**src/rtl/wb_stage_pkg.sv**
```systemverilog
// Shared pipeline definitions: opcode constants, write-back FSM encoding
// and opcode classification helper.
package wb_stage_pkg;

    localparam logic [5:0] OP_NOP = 6'b110111;
    localparam logic [5:0] OP_LW  = 6'b010000;
    localparam logic [5:0] OP_SW  = 6'b011000;
    localparam logic [5:0] OP_JAL = 6'b101001;

    typedef enum logic {
        ST_IDLE = 1'b0,
        ST_MEM  = 1'b1
    } wb_state_e;

    function automatic logic is_mem_op(input logic [5:0] op);
        return (op == OP_LW) || (op == OP_SW);
    endfunction

endpackage

```
**src/rtl/wb_stage_if.sv**
```systemverilog
// Data-memory request/acknowledge bus between the write-back stage and memory.
interface wb_stage_if;
    logic        dm_req;
    logic        dm_we;
    logic [31:0] dm_addr;
    logic [31:0] dm_wdata;
    logic        dm_ack;
    logic [31:0] dm_rdata;

    modport master (output dm_req, dm_we, dm_addr, dm_wdata,
                    input  dm_ack, dm_rdata);
    modport slave  (input  dm_req, dm_we, dm_addr, dm_wdata,
                    output dm_ack, dm_rdata);
endinterface

```
**src/rtl/wb_stage_regfile.sv**
```systemverilog
// 32x32 register file: one write port, two combinational read ports with
// write-through bypass; register 0 is hardwired to zero.
module regfile (
    input  logic        clk,
    input  logic        rstd,
    input  logic        we,
    input  logic [4:0]  waddr,
    input  logic [31:0] wdata,
    input  logic [4:0]  ra1,
    input  logic [4:0]  ra2,
    output logic [31:0] rd1,
    output logic [31:0] rd2
);
    logic [31:0] regs_q [32];
    logic [31:0] regs_d [32];
    logic        wr_en;

    assign wr_en = we && (waddr != 5'd0);

    always_comb begin
        regs_d = regs_q;
        if (wr_en) regs_d[waddr] = wdata;
    end

    always_ff @(posedge clk or posedge rstd) begin
        if (rstd) begin
            for (int i = 0; i < 32; i++) regs_q[i] <= '0;
        end else begin
            regs_q <= regs_d;
        end
    end

    function automatic logic [31:0] rd_port(input logic [4:0] ra);
        if (ra == 5'd0)               return '0;
        else if (wr_en && ra == waddr) return wdata;
        else                          return regs_q[ra];
    endfunction

    assign rd1 = rd_port(ra1);
    assign rd2 = rd_port(ra2);
endmodule

```
**src/rtl/wb_stage.sv**
```systemverilog
// Write-back stage: retires ALU/JAL results, runs loads/stores through a
// two-state memory FSM that stalls the pipeline, and counts retirements.
module wb_stage
    import wb_stage_pkg::*;
(
    input  logic        clk,
    input  logic        rstd,
    input  logic [31:0] pc_in,
    input  logic [5:0]  op_in,
    input  logic [31:0] ot_in,
    input  logic [4:0]  wreg_in,
    input  logic [31:0] alu_result_in,
    wb_stage_if.master  dm,
    input  logic [4:0]  ra1,
    input  logic [4:0]  ra2,
    output logic [31:0] rd1,
    output logic [31:0] rd2,
    output logic        stall,
    output logic [31:0] retire_cnt
);
    wb_state_e   state_q, state_d;
    logic        dm_we_q, dm_we_d;
    logic [31:0] dm_addr_q, dm_addr_d;
    logic [31:0] dm_wdata_q, dm_wdata_d;
    logic [4:0]  wreg_q, wreg_d;
    logic [31:0] retire_cnt_q, retire_cnt_d;

    logic        req, we_out, retire, rf_we;
    logic [31:0] addr_out, wdata_out, rf_wdata;
    logic [4:0]  rf_waddr;

    always_comb begin
        state_d    = state_q;
        dm_we_d    = dm_we_q;
        dm_addr_d  = dm_addr_q;
        dm_wdata_d = dm_wdata_q;
        wreg_d     = wreg_q;
        stall      = 1'b0;
        req        = 1'b0;
        we_out     = 1'b0;
        addr_out   = '0;
        wdata_out  = '0;
        retire     = 1'b0;
        rf_we      = 1'b0;
        rf_waddr   = wreg_in;
        rf_wdata   = alu_result_in;
        case (state_q)
            ST_IDLE: begin
                if (is_mem_op(op_in)) begin
                    stall      = 1'b1;
                    req        = 1'b1;
                    we_out     = (op_in == OP_SW);
                    addr_out   = alu_result_in;
                    wdata_out  = ot_in;
                    dm_we_d    = (op_in == OP_SW);
                    dm_addr_d  = alu_result_in;
                    dm_wdata_d = ot_in;
                    wreg_d     = wreg_in;
                    state_d    = ST_MEM;
                end else if (op_in != OP_NOP) begin
                    retire   = 1'b1;
                    rf_we    = 1'b1;
                    rf_wdata = (op_in == OP_JAL) ? pc_in + 32'd4 : alu_result_in;
                end
            end
            ST_MEM: begin
                // Bus is replayed from the copy captured at issue
                req       = 1'b1;
                we_out    = dm_we_q;
                addr_out  = dm_addr_q;
                wdata_out = dm_wdata_q;
                stall     = !dm.dm_ack;
                if (dm.dm_ack) begin
                    state_d  = ST_IDLE;
                    retire   = 1'b1;
                    rf_we    = !dm_we_q;
                    rf_waddr = wreg_q;
                    rf_wdata = dm.dm_rdata;
                end
            end
            default: state_d = ST_IDLE;
        endcase
        // Reset silences the bus and stall at once, not at the next edge
        if (rstd) begin
            stall     = 1'b0;
            req       = 1'b0;
            we_out    = 1'b0;
            addr_out  = '0;
            wdata_out = '0;
            rf_we     = 1'b0;
            retire    = 1'b0;
        end
        retire_cnt_d = retire_cnt_q + {31'd0, retire};
    end

    always_ff @(posedge clk or posedge rstd) begin
        if (rstd) begin
            state_q      <= ST_IDLE;
            dm_we_q      <= 1'b0;
            dm_addr_q    <= '0;
            dm_wdata_q   <= '0;
            wreg_q       <= '0;
            retire_cnt_q <= '0;
        end else begin
            state_q      <= state_d;
            dm_we_q      <= dm_we_d;
            dm_addr_q    <= dm_addr_d;
            dm_wdata_q   <= dm_wdata_d;
            wreg_q       <= wreg_d;
            retire_cnt_q <= retire_cnt_d;
        end
    end

    assign dm.dm_req   = req;
    assign dm.dm_we    = we_out;
    assign dm.dm_addr  = addr_out;
    assign dm.dm_wdata = wdata_out;
    assign retire_cnt  = retire_cnt_q;

    regfile u_regfile (
        .clk   (clk),
        .rstd  (rstd),
        .we    (rf_we),
        .waddr (rf_waddr),
        .wdata (rf_wdata),
        .ra1   (ra1),
        .ra2   (ra2),
        .rd1   (rd1),
        .rd2   (rd2)
    );
endmodule

```
**src/flat_wrapper.sv**
```systemverilog
// flat-port wrapper written by rule: the top's interface ports become plain ports
module wb_stage_flat import wb_stage_pkg::*;
  (clk, rstd, pc_in, op_in, ot_in, wreg_in, alu_result_in, ra1, ra2, rd1, rd2, stall, retire_cnt, dm_dm_req, dm_dm_we, dm_dm_addr, dm_dm_wdata, dm_dm_ack, dm_dm_rdata);
  wb_stage_if dm_i ();
  input  logic clk;
  input  logic rstd;
  input  logic [31:0] pc_in;
  input  logic [5:0] op_in;
  input  logic [31:0] ot_in;
  input  logic [4:0] wreg_in;
  input  logic [31:0] alu_result_in;
  input  logic [4:0] ra1;
  input  logic [4:0] ra2;
  output logic [31:0] rd1;
  output logic [31:0] rd2;
  output logic stall;
  output logic [31:0] retire_cnt;
  output wire logic [$bits(dm_i.dm_req)-1:0] dm_dm_req;
  output wire logic [$bits(dm_i.dm_we)-1:0] dm_dm_we;
  output wire logic [$bits(dm_i.dm_addr)-1:0] dm_dm_addr;
  output wire logic [$bits(dm_i.dm_wdata)-1:0] dm_dm_wdata;
  input wire logic [$bits(dm_i.dm_ack)-1:0] dm_dm_ack;
  input wire logic [$bits(dm_i.dm_rdata)-1:0] dm_dm_rdata;
  assign dm_dm_req = dm_i.dm_req;
  assign dm_dm_we = dm_i.dm_we;
  assign dm_dm_addr = dm_i.dm_addr;
  assign dm_dm_wdata = dm_i.dm_wdata;
  assign dm_i.dm_ack = dm_dm_ack;
  assign dm_i.dm_rdata = dm_dm_rdata;
  wb_stage u_core (.clk(clk), .rstd(rstd), .pc_in(pc_in), .op_in(op_in), .ot_in(ot_in), .wreg_in(wreg_in), .alu_result_in(alu_result_in), .dm(dm_i), .ra1(ra1), .ra2(ra2), .rd1(rd1), .rd2(rd2), .stall(stall), .retire_cnt(retire_cnt));
endmodule
```
**config.mk**
```make
export PLATFORM = sky130hd
export DESIGN_NAME = wb_stage_flat
export DESIGN_NICKNAME = d
export VERILOG_FILES = /design/src/rtl/wb_stage_pkg.sv /design/src/rtl/wb_stage_if.sv /design/src/rtl/wb_stage_regfile.sv /design/src/rtl/wb_stage.sv /design/src/flat_wrapper.sv
export SDC_FILE = /design/constraint.sdc
export NUM_CORES = 2
export LEC_CHECK = 0
export ABC_AREA = 1
export ABC_CLOCK_PERIOD_IN_PS = 95900
export BUFFER_PORTS_ARGS = -buffer_cell sky130_fd_sc_hd__buf_4
export CAP_MARGIN = 5
export CORE_ASPECT_RATIO = 1.1
export CORE_UTILIZATION = 30
export DETAILED_ROUTE_END_ITERATION = 7
export PLACE_DENSITY = 0.5
export SKIP_CTS_REPAIR_TIMING = 1
export SLEW_MARGIN = 0
export SYNTH_ARGS = -nofsm -noshare
export SYNTH_HDL_FRONTEND = slang
export SYNTH_SLANG_ARGS = --single-unit
```
**constraint.sdc**
```tcl
create_clock -name clk -period 95.9 [get_ports clk]
set_input_delay 14.385 -clock clk [delete_from_list [all_inputs] [get_ports clk]]
set_output_delay 14.385 -clock clk [all_outputs]
set_load 0.02 [all_outputs]
```
### Yosys cells after proc, flatten, opt, wreduce, memory -nomap -nowiden

Index checks and enable logic that the tools add are counted.

* logic and storage cells: 109
* register bits: 1127

* mux-type cells: 44
* magnitude comparators: 4
* equal/unequal tests: 6
* reductions and logical operators: 11
* $add $sub $neg: 2
* bitwise logic cells: 4

Operators with widths (count)
* 1024-bit bitwise mux: 1
* 32-bit two-way mux: 17
* 32-bit binary-select mux with 5-bit select: 2
* 32-bit one-hot mux with 2 select lines: 3
* 32-bit demux with 5-bit select: 1
* 32-bit by 1-bit adder with 32-bit output: 1
* 32-bit by 3-bit adder with 32-bit output (second input constant): 1
* 6-bit greater-or-equal comparator (second input constant): 3
* 5-bit NOT with 6-bit output: 3
* 6-bit by 5-bit equality test with 1-bit output (second input constant): 2
* 1-bit two-way mux: 12
* 1-bit one-hot mux with 2 select lines: 6
* 5-bit equality test: 2
* 5-bit logical NOT: 2
* 5-bit two-way mux: 2
* 6-bit equality test (second input constant): 1
* 6-bit by 1-bit less-than comparator with 1-bit output (second input constant): 1
* 6-bit inequality test (second input constant): 1
* 5-bit nonzero test: 1
* 1-bit logical AND: 4
* 1-bit logical NOT: 2
* 2-bit AND reduction: 1
* 1-bit logical OR: 1
* 1-bit NOT: 1

### Longest topological paths before layout

* depth after elaboration: 9
* depth in mapped cells: 15
* depth with buffers taken out: 14

### Hierarchy

Synthesis repeated with hierarchy kept, for this count alone.

* cell total of the unflattened synthesis: 9828
* area, all modules: 66333.6 µm²

Modules (own cells, without submodules)
* regfile: area each 59532.1 µm², cells each 8780, times used 1, sequential area each 25624.6 µm²
* wb_stage: area each 6801.5 µm², cells each 1048, times used 1, sequential area each 2577.5 µm²

### Worst setup path before layout

No wires, ideal clock.

* kind: input to output
* start point: input port rstd
* end point: output port rd1[16]
* arrival: 44.646 ns
* path buffers: 3
* slack: 36.869 ns
* data required time: 81.515 ns
* stages on the path: 10
* cell sequence: clkbuf_1 -> inv_1 -> nand3_1 -> nor2_8 -> nand2_1 -> buf_2 -> buf_2 -> nand3_1 -> nand2_1 -> nor2_1

* longest elaborated chain between the ends: 5

RTL lines
* start, declared: line flat_wrapper.sv:6 `input logic rstd;`
* 1-bit two-way mux: line wb_stage.sv:84 `if (rstd) begin`
* 1-bit logical AND: line wb_stage_regfile.sv:18 `assign wr_en = we && (waddr != 5'd0);`
* 1-bit logical AND: line wb_stage_regfile.sv:35 `else if (wr_en && ra == waddr) return wdata;`
* 32-bit two-way mux: line wb_stage_regfile.sv:35
* 32-bit two-way mux: line wb_stage_regfile.sv:34 `if (ra == 5'd0) return '0;`
* end, declared: line flat_wrapper.sv:14 `output logic [31:0] rd1;`

No other way between the ends.

### Final worst setup path

* start point: input port ra2[0]
* end point: output port rd2[1]

* longest elaborated chain between the ends: 6
* elaborated cells between the ends (all ways): 9
* those cells by class: 1 x eq/ne; 5 x mux; 1 x bitwise; 2 x reduce/logical

RTL lines
* start, declared: line flat_wrapper.sv:13 `input logic [4:0] ra2;`
* 5-bit NOT with 6-bit output (not written as such): line wb_stage_regfile.sv:36 `else return regs_q[ra];`
* 32-bit binary-select mux with 5-bit select: line wb_stage_regfile.sv:36
* 32-bit two-way mux (not written as such) (2 in series): line wb_stage_regfile.sv:36
* 32-bit two-way mux: line wb_stage_regfile.sv:35
* 32-bit two-way mux *: line wb_stage_regfile.sv:34
* end, declared: line flat_wrapper.sv:15 `output logic [31:0] rd2;`

Every way passes the cells marked *; elsewhere a longest branch is shown, timed or not. The select of a mux whose other input is x is not followed.

==> results.yml <==
sta:
  finClkSkew_ns: 0.0373
  holdWs_ns: 0.376
  setup_viol: 0
  fin_crit_ns: 33.64
  relSlewSlack_pct: 16.2
  min_period_over_period_pct: 35.1
  rsz0062_at_grt: "no"
  fmaxAchievable_mhz: 29.7
  setup-tns-final_ns: 0
  worstMarginPinSlew_ns: 1.25
  hold_violations: 0
  final-max-slew-violation-count: 0
route:
  vias: 68600
  drt_first_pass_iters: 8
  routedWlPerCell_um: 24.5
  antenna_left: 0
  drc: 11
  wl_um: 308000
  via_per_inst: 5.45
  drt-initial-drc-count: 8225
synthesis:
  syn-cell-area_um2: 65100
  syn_avg_cell_area_um2: 6.64
  async_flop_share_pct: 100
  yosysWarnings: 0
  synth_edf_count: 0
  ys.flop_type: "dfrtp_1"
  synth_nets: 9954
  ys_seq_area_share_pct: 43.3
  ys_ff_latch: 1127
  netlist_instances: 9799
  synth_cell_types: 43
clock_tree:
  clockBufferDepth: 3
  cts_sinks: 1127
  clk_latency_ns: 0.84
  tritoncts: "done"
  numCtsBuffers: 142
  cts-root-buf: "clkbuf_16"
  h-tree-depth: 4
  cts.clk_slew.worst_paths_ns: 0.05
global_routing:
  antenna_found_initial: 9
  grt_max_degree: 188
  grtUsageTotal_pct: 27.5
  grt_pass1_vias: 65200
  grt_pass1_wl_um: 451000
  overflow: 0
min_path:
  hold_start: "u_core.u_regfile.regs_q[1004]$_DFFE_PP0P_"
  hp-class: "reg -> reg"
worst_setup_path:
  r2r-start: "u_core.state_q$_DFF_PP0_"
  cp-end-kind: "output port"
  crit_arrival_ns: 19.26
  critical_path_class: "in -> out"
  r2r_slack_ns: 90.24
  cp.buffers_inverters: 6
  cp_max_fo: 187
  crit_path_start: "ra2[0]"
  critPathLaunchType: "primary input"
  crit_path_top_delay_cell: "buf_4"
  path_delay_family: "buffers and inverters"
  worst_ep_required_time_ns: 81.51
  cpPeakStageDelay_ns: 0.88
  path_cells: "buf_8 > inv_8 > buf_4 > buf_4 > buf_12 > nand2_1 > nand3_1 > nand3_1 > nand3_1 > nand2_1 > nor2_1 > nor2_1 > nor2_1 > buf_4"
power:
  intPower_mw: 1.02
  p_switching_uw: 522
  switching_share_pct: 33.8
  power_frac_comb_pct: 20.9
  clkPwrFrac_pct: 36.6
  powerDensity_nw_per_um2: 20.8
  p_leak_nw: 36.0
  pwr-share-seq_pct: 42.5
  peakVddDrop_mv: 0.0140
placement:
  gp_congestion: 0.895
  portBuffers: 314
  dp_hpwl_um: 173000
finish:
  fin_util_pct: 34.5
  n_fill_cell: 23000
  area_growth_syn_to_layout_pct: 14.0
  nNetsFinal: 9755
  drive_gt1_share_pct: 8.27
die:
  design.core.area_um2: 215000
  dieArea_um2: 219000
  start_util_pct: 30.3
  die_w_um: 446
  io_pins: 315
  die_h_um: 490
  row_count: 178
run:
  max-cap-violations: 0
outcome:
  status: "finished, violations left"
  violations: "design-rule violations"
==> worst paths after layout <==
kind,end,depth (start not counted)
max,rd2[1],14
min,u_core.u_regfile.regs_q[1004]$_DFFE_PP0P_,0
max reg2reg,u_core.u_regfile.regs_q[707]$_DFFE_PP0P_,11
min reg2reg,u_core.u_regfile.regs_q[1004]$_DFFE_PP0P_,0
max in group asynchronous,u_core.u_regfile.regs_q[177]$_DFFE_PP0P_,6
min in group asynchronous,u_core.u_regfile.regs_q[1005]$_DFFE_PP0P_,2
==> worst reg2reg max path, cell delays in order (launching register included) <==
cell	delay (ns)
dfrtp_2	0.85
buf_4	0.63
nand2_4	0.32
nand2_1	0.13
o21ai_0	0.09
nor2_1	0.78
nand4_2	0.71
inv_2	0.49
nand2_2	0.77
buf_4	0.57
nand2_1	0.09
o21ai_0	0.07
==> metrics by stage <==
step                      total power [mW]  cells  instance area (um^2)  worst slack, ns
after detailed placement             0.979  12300                 69300            62.42
after global placement               0.972  12300                 69300            62.41
after CTS                             1.55  12600                 74100            62.40
final                                 1.54  12600                 74200            62.26
after global routing                  1.62  12600                 74200            62.00
after floorplan                      0.869   9799                 65100            36.87
==> area by class of cell <==
| cell class | instances | area [um^2] | area share [%] |
|---|---|---|---|
| Timing Repair Buffer | 469 | 3670 | 4.95 |
| Sequential cell | 1127 | 28200 | 38.0 |
| Clock buffer | 216 | 4310 | 5.82 |
| Clock inverter | 37 | 485 | 0.655 |
| Tap cell | 2880 | 3600 | 4.86 |
| Multi-Input combinational cell | 7553 | 32700 | 44.0 |
| Antenna cell | 8 | 20.0 | 0.0270 |
| Inverter | 307 | 1200 | 1.62 |
==> kinds of logic (layout without fill, tap and decap cells) <==
group	Yosys count	after routing	share of synthesized area, %
AOI/OAI and AO/OA	1045	1045	8.38
DFF	1127	1127	43.3
adders and majority gates	3	3	0.0577
other	0	8	0
buffers and inverters	1119	1029	6.84
and+or+nand+nor	6475	6475	41.0
xor gates and xnor gates	30	30	0.404
==> sequential cells by signal, summed over array words and instances, names as in the netlist <==
signal / flops
u_core.retire_cnt: 32
u_core.dm_addr_q: 32
u_core.wreg_q: 5
u_core.dm_wdata_q: 32
u_core.state_q: 1
u_core.u_regfile.regs_q: 1024
u_core.dm_we_q: 1
==> power by group through the flow <==
stage / Sequential, mW / Clock, mW / Combinational [mW]
4_1_cts: 0.652 / 0.572 / 0.321
2_1_floorplan: 0.643 / 0 / 0.226
3_5_place_dp: 0.659 / 0 / 0.320
3_3_place_gp: 0.657 / 0 / 0.315
5_1_grt: 0.667 / 0.590 / 0.365
6_report: 0.655 / 0.564 / 0.323
==> cells in the mapped netlist, types with 3 or more instances <==
cell type  instances  share of area [%]
a21o_1             5              0.058
a21oi_1          233                1.8
a22oi_1           16               0.18
a31o_2             3              0.040
a31oi_1           20               0.19
buf_1             77               0.44
buf_2             77               0.59
buf_4             38               0.44
clkbuf_1         619                3.6
clkinv_1           5              0.029
dfrtp_1         1127                 43
ha_1               3              0.058
inv_1            282                1.6
inv_2             20               0.12
nand2_1         4449                 26
nand2_2            5              0.048
nand3_1         1712                 13
nand3_2            3              0.046
nand3b_1           3              0.035
nand4_1           12               0.12
nor2_1           245                1.4
nor2_2             6              0.058
nor3_1            18               0.14
nor4_1             5              0.048
o211ai_1          27               0.31
o21a_1            18               0.21
o21ai_0          652                5.0
o21ai_1           58               0.45
o22ai_1           10              0.096
or2_2              7              0.067
xnor2_1            8               0.11
xor2_1            22               0.30
==> cell usage in the layout, fill, tap and decap left out, types with 19 or more instances in the layout <==
master / n
a21oi_1: 228
buf_4: 454
clkbuf_1: 28
clkbuf_16: 144
clkbuf_8: 44
dfrtp_1: 1126
inv_1: 276
nand2_1: 4431
nand2_2: 19
nand3_1: 1697
nor2_1: 234
o211ai_1: 27
o21ai_0: 652
o21ai_1: 58
xor2_1: 22
==> metal layers <==
metal	part of all wire (%)	GRT usage, %
met1	40	35.2
met3	8.1	4.39
met5	0.0042	0
met2	46	44.0
met4	6.3	15.8
(Power assumes the default switching activity.)
